`src/rtl/bike_input_loader.sv`:
```
// Byte-stream ingress stage for the BIKE decapsulation core.
// Takes one frame (h0 positions, h1 positions, c0 bytes, c1 bytes) and unpacks it
// into parallel operands. Positions are range-checked and the frame length is checked.
// A good frame launches the core with a one-cycle core_start. A bad frame is dropped
// with a one-cycle frame_err. The stream is stalled until the core reports done.
//
// state  | meaning
// -------+-----------------------------------------------------------------
// IDLE   | waiting for first beat; that beat is h0 position 0
// LD_H0  | loading h0 positions, cnt = index of next byte in group
// LD_H1  | loading h1 positions
// LD_C0  | loading c0 bytes, little-endian
// LD_C1  | loading c1 bytes; final byte of frame is the last byte here
// LAUNCH | one cycle: core_start high, stream stalled
// WAIT   | operands frozen, stream stalled until core_done
module bike_input_loader #(
    parameter int R     = 127,
    parameter int W     = 5,
    parameter int POS_W = 8
) (
    input  logic                 clk,
    input  logic                 rst,
    input  logic [7:0]           in_data,
    input  logic                 in_valid,
    output logic                 in_ready,
    input  logic                 in_last,
    output logic [W*POS_W-1:0]   h0_pos_flat,
    output logic [W*POS_W-1:0]   h1_pos_flat,
    output logic [R-1:0]         c0,
    output logic [R-1:0]         c1,
    output logic                 core_start,
    input  logic                 core_done,
    output logic                 frame_err,
    output logic                 busy
);

    localparam int CB    = (R + 7) / 8;
    localparam int MAXG  = (W > CB) ? W : CB;
    localparam int CNT_W = (MAXG > 1) ? $clog2(MAXG) : 1;

    typedef enum logic [2:0] {
        IDLE,
        LD_H0,
        LD_H1,
        LD_C0,
        LD_C1,
        LAUNCH,
        WAIT
    } state_t;

    state_t             state, state_nx;
    state_t             grp;
    logic [CNT_W-1:0]   cnt, cnt_nx, idx, grp_len_m1;
    logic               err, err_nx, frame_err_nx;
    logic               beat, grp_last, final_beat, in_pos_grp, pos_err, err_now;
    logic [POS_W-1:0]   pos_val;
    logic [R-1:0]       byte_mask, byte_val;

    assign in_ready   = (state != LAUNCH) && (state != WAIT);
    assign busy       = (state != IDLE);
    assign core_start = (state == LAUNCH);
    assign beat       = in_valid & in_ready;

    // IDLE behaves as h0 group at index 0, so the first beat needs no special case
    assign grp = (state == IDLE) ? LD_H0 : state;
    assign idx = (state == IDLE) ? '0 : cnt;

    assign pos_val   = in_data[POS_W-1:0];
    assign byte_mask = R'(8'hFF) << {idx, 3'b000};
    assign byte_val  = R'(in_data) << {idx, 3'b000};

    // Next-state, counter and error-flag decode
    always_comb begin
        state_nx     = state;
        cnt_nx       = cnt;
        err_nx       = err;
        frame_err_nx = 1'b0;
        grp_len_m1   = CNT_W'(W - 1);
        if (grp == LD_C0 || grp == LD_C1) begin
            grp_len_m1 = CNT_W'(CB - 1);
        end
        grp_last   = (idx == grp_len_m1);
        final_beat = (grp == LD_C1) && grp_last;
        in_pos_grp = (grp == LD_H0) || (grp == LD_H1);
        pos_err    = in_pos_grp &&
                     (((in_data >> POS_W) != 8'd0) || (32'(pos_val) >= 32'(R)));
        // in_last must coincide with the final byte exactly
        err_now    = err | pos_err | (in_last ^ final_beat);

        case (state)
            IDLE, LD_H0, LD_H1, LD_C0, LD_C1: begin
                if (beat) begin
                    if (in_last || final_beat) begin
                        cnt_nx = '0;
                        err_nx = 1'b0;
                        if (err_now) begin
                            state_nx     = IDLE;
                            frame_err_nx = 1'b1;
                        end else begin
                            state_nx = LAUNCH;
                        end
                    end else begin
                        err_nx = err_now;
                        if (grp_last) begin
                            cnt_nx = '0;
                            case (grp)
                                LD_H0:   state_nx = LD_H1;
                                LD_H1:   state_nx = LD_C0;
                                default: state_nx = LD_C1;
                            endcase
                        end else begin
                            cnt_nx   = idx + CNT_W'(1);
                            state_nx = grp;
                        end
                    end
                end
            end
            LAUNCH: state_nx = WAIT;
            WAIT: begin
                if (core_done) begin
                    state_nx = IDLE;
                end
            end
            default: state_nx = IDLE;
        endcase
    end

    // State, counter, sticky error and frame_err pulse registers
    always_ff @(posedge clk) begin
        if (rst) begin
            state     <= IDLE;
            cnt       <= '0;
            err       <= 1'b0;
            frame_err <= 1'b0;
        end else begin
            state     <= state_nx;
            cnt       <= cnt_nx;
            err       <= err_nx;
            frame_err <= frame_err_nx;
        end
    end

    // Operand registers; written only on accepted beats, so frozen in LAUNCH/WAIT
    always_ff @(posedge clk) begin
        if (rst) begin
            h0_pos_flat <= '0;
            h1_pos_flat <= '0;
            c0          <= '0;
            c1          <= '0;
        end else if (beat) begin
            case (grp)
                LD_H0: begin
                    for (int i = 0; i < W; i++) begin
                        if (idx == CNT_W'(i)) begin
                            h0_pos_flat[i*POS_W +: POS_W] <= pos_val;
                        end
                    end
                end
                LD_H1: begin
                    for (int i = 0; i < W; i++) begin
                        if (idx == CNT_W'(i)) begin
                            h1_pos_flat[i*POS_W +: POS_W] <= pos_val;
                        end
                    end
                end
                // bits shifted past R fall off, which discards the pad bits of the top byte
                LD_C0:   c0 <= (c0 & ~byte_mask) | byte_val;
                LD_C1:   c1 <= (c1 & ~byte_mask) | byte_val;
                default: ;
            endcase
        end
    end

endmodule

```
`config.mk`:
```
export PLATFORM = sky130hd
export DESIGN_NAME = bike_input_loader
export DESIGN_NICKNAME = d
export VERILOG_FILES = /design/src/rtl/bike_input_loader.sv
export SDC_FILE = /design/constraint.sdc
export NUM_CORES = 1
export LEC_CHECK = 0
export CORE_ASPECT_RATIO = 1.5
export CORE_MARGIN = 8
export CORE_UTILIZATION = 48
export DETAILED_ROUTE_END_ITERATION = 12
export MAX_ROUTING_LAYER = met4
export PLACE_DENSITY = 0.86
export RECOVER_POWER = 100
export SETUP_SLACK_MARGIN = 0.02
export SYNTH_ARGS = -nofsm -noshare
export SYNTH_HDL_FRONTEND = slang
export SYNTH_SLANG_ARGS = --single-unit
```
`constraint.sdc`:
```
create_clock -name clk -period 2.9 [get_ports clk]
set_clock_uncertainty 0.15 [all_clocks]
set_input_delay 0.435 -clock clk [delete_from_list [all_inputs] [get_ports clk]]
set_output_delay 0.435 -clock clk [all_outputs]
set_load 0.05 [all_outputs]
```
==> flow_summary.json <==
{
  "ys_seq_area_share_pct": 55.1,
  "routedWlPerCell_um": 22.7,
  "netlist_instances": 1340,
  "clockBufferDepth": 3,
  "drt-total-wl_um": 45700,
  "core_um2": 25700,
  "ir_worst_vdd_v": 0.000526,
  "hold_end": "c0[61]",
  "slowest_stage": "o31ai_1",
  "syn2layout_area_growth_pct": 39.5,
  "max-cap-violations": 0,
  "setup_violations": 0,
  "path_delay_family": "compound AO/OA/AOI/OAI gates",
  "required_ns": 3.25,
  "dpl_cell_area_um2": 16400,
  "critPathCaptureType": "register",
  "fin_crit_ns": 2.78,
  "synth_most_common_cell": "dfxtp_1",
  "portBuffers": 350,
  "hold_buffers": 0,
  "clkSinkCount": 343,
  "finalCritPeriodShare_pct": 95.8,
  "ant_nets": 0,
  "numCtsBuffers": 30,
  "cp_num_cells": 8,
  "critPathKind": "reg2reg",
  "critPathMaxStageDelay_ns": 0.71,
  "first_iter_violations": 886,
  "clk_pin_slew_worst_paths_ns": 0.07,
  "yosys-top-cells-area": "dfxtp_1, a22oi_1, nor2_1",
  "setup_ws_ns": 0.122,
  "ys_types": 49,
  "drc": 0,
  "start_util_pct": 48.5,
  "groute.usage.overall_pct": 28.4,
  "yosysTopAreaCell": "dfxtp_1",
  "synth_xor_area_share_pct": 0,
  "root_buffer": "clkbuf_16",
  "crit_chain": "o31ai_1 -> inv_1 -> ha_1 -> ha_1 -> nor2b_1 -> nand2_1 -> a22oi_1 -> nor2_1",
  "synthAdderAreaFrac_pct": 0.703,
  "synth_top_family_by_area": "compound AO/OA/AOI/OAI gates",
  "antenna_cells": 0,
  "avgSynthCellArea_um2": 9.30,
  "muxShareOfSynthArea_pct": 4.50,
  "finalMaxSlewViolations": 0,
  "grt_pass1_vias": 11546,
  "worstPathBufferInverterCount": 1,
  "ys.flop_type": "dfxtp_1",
  "synth_common_cells": "dfxtp_1, nor2_1, a22oi_1, clkbuf_1, nand2_1",
  "ys.warnings.count": 0,
  "power.total_uw": 9470,
  "postSynth.asyncResetShare_pct": 0,
  "fin_area_um2": 17400,
  "crit_start": "state[2]",
  "syn_nets": 1360,
  "grt_max_degree": 94,
  "nets": 1675,
  "synth-edff-count": 0,
  "synth_top_area_share_pct": 55.1,
  "antenna_found_initial": 0,
  "die_h_um": 213,
  "rrSetupSlack_ns": 0.12,
  "tightest_slew_ns": 0.783,
  "gr-total-overflow": 0,
  "io_pins": 351,
  "synth_simple_gate_area_share_pct": 16.9,
  "worstPathArrival_ns": 3.13,
  "powerDensity_nw_per_um2": 545,
  "critPathLaunchType": "register",
  "hold_viol": 0,
  "gp_congestion": 0.913,
  "reg2reg_from": "state[2]",
  "max_slew_margin_pct": 47.3,
  "vias": 11732,
  "synth-compound-area-share_pct": 18.5,
  "clk_latency_ns": 0.56,
  "critPathMaxFanout": 8,
  "die_w_um": 148,
  "die_area_um2": 31500,
  "hold_class": "in2reg",
  "timing.hold.ws_ns": 0.128,
  "whs_path_depth": 2,
  "final_layout_size_suffix_gt1_share_pct": 7.21,
  "dp_slack_ns": 0.0946,
  "rsz0062_at_grt": "yes",
  "grt_pass1_wl_um": 68400,
  "syn_area_um2": 12500,
  "hpwl_um": 32600,
  "via_per_inst": 5.83,
  "timing.critical_path.mode_cell": "ha_1",
  "rows": 72,
  "max_freq_mhz": 360,
  "leakagePower_uw": 0.00755,
  "cts_tree": "built",
  "cts_max_level": 1,
  "outcome": "finished, final reports clean",
  "ys_ff_latch": 343,
  "reg2reg_depth": 8,
  "fin_setup_tns_ns": 0,
  "drt_pass1_iterations": 6,
  "regToRegEndpoint": "c0[60]",
  "min_from": "rst"
}
[per-stage QoR]
step / instances / utilization [%]
floorplan: 1340 / -
global placement: 1956 / 63.9
detailed placement: 1956 / 63.9
CTS: 2012 / 68.1
global route: 2012 / 67.7
finish: 2012 / 67.7
[logic make-up (layout without fill, tap and decap cells)]
group | count (synthesis) | count (layout)
adders and majority gates | 7 | 7
and+or+nand+nor | 491 | 491
DFF | 343 | 343
AOI/OAI and AO/OA | 315 | 315
buffers and inverters | 128 | 467
muxes | 56 | 56
[registers in the layout, summed over array words and instances, names as in the netlist]
register     flops
c0             127
c1             127
h0_pos_flat     40
h1_pos_flat     40
cnt              4
state            3
err              1
frame_err        1
[power breakdown]
group	total, µW	switching [µW]	internal, µW	leakage [µW]
combinational	442	328	113	0.00426
clock	4290	1830	2460	0.000527
sequential	4740	17.2	4730	0.00276
total	9470	2170	7300	0.00755
[cell type report]
class | count | area, µm²
clock inverter | 20 | 256
timing repair buffer | 402 | 3930
sequential | 343 | 6870
inverter | 9 | 33.8
multi-input combinational | 869 | 5080
tap | 333 | 417
clock buffer | 36 | 813
fill | 1968 | 8280
[placed cells by master (no fill, tap or decap), types with 3 or more instances in the layout]
master / count
nor3b_1: 3
nor2b_1: 3
a21o_1: 3
clkbuf_8: 4
clkbuf_16: 30
mux2i_1: 56
clkinv_4: 3
nor2_1: 324
a22oi_1: 255
nand4_1: 3
nor3_4: 3
clkbuf_2: 4
dfxtp_1: 341
clkdlybuf4s50_1: 11
nand2b_1: 4
and2_0: 16
and2_1: 16
inv_1: 8
ha_1: 7
a21oi_1: 33
nand3_1: 31
buf_4: 41
a211oi_1: 4
clkinv_2: 8
nor3_1: 8
buf_12: 5
nand2_1: 67
clkbuf_1: 7
bufinv_16: 5
dlygate4sd3_1: 335
[metal layers]
metal | global-route usage, % | share of wire, % | vias up
met5 | - | 0 | -
met4 | 14.0 | 5.2 | 0
met3 | 6.63 | 8.5 | 136
met2 | 49.9 | 51 | 614
met1 | 29.6 | 36 | 5667
li1 | - | - | 5315
[repair_timing]
action	in CTS	in global routing
setup buffers	0	0
setup endpoints to repair	0	14
gates resized for setup	0	2
endpoints found under the hold margin	0	0
[worst max-delay path by stage]
stage	endpoint	slack (ns)
3_3_place_gp	c0[56]	0.13
4_1_cts	state[0]	0.11
3_5_place_dp	c0[60]	0.09
2_1_floorplan	h1_pos_flat[35]	0.30
5_1_grt	c1[85]	0.004
6_report	c0[60]	0.12
No activity file was read; power rests on OpenSTA's default activity.
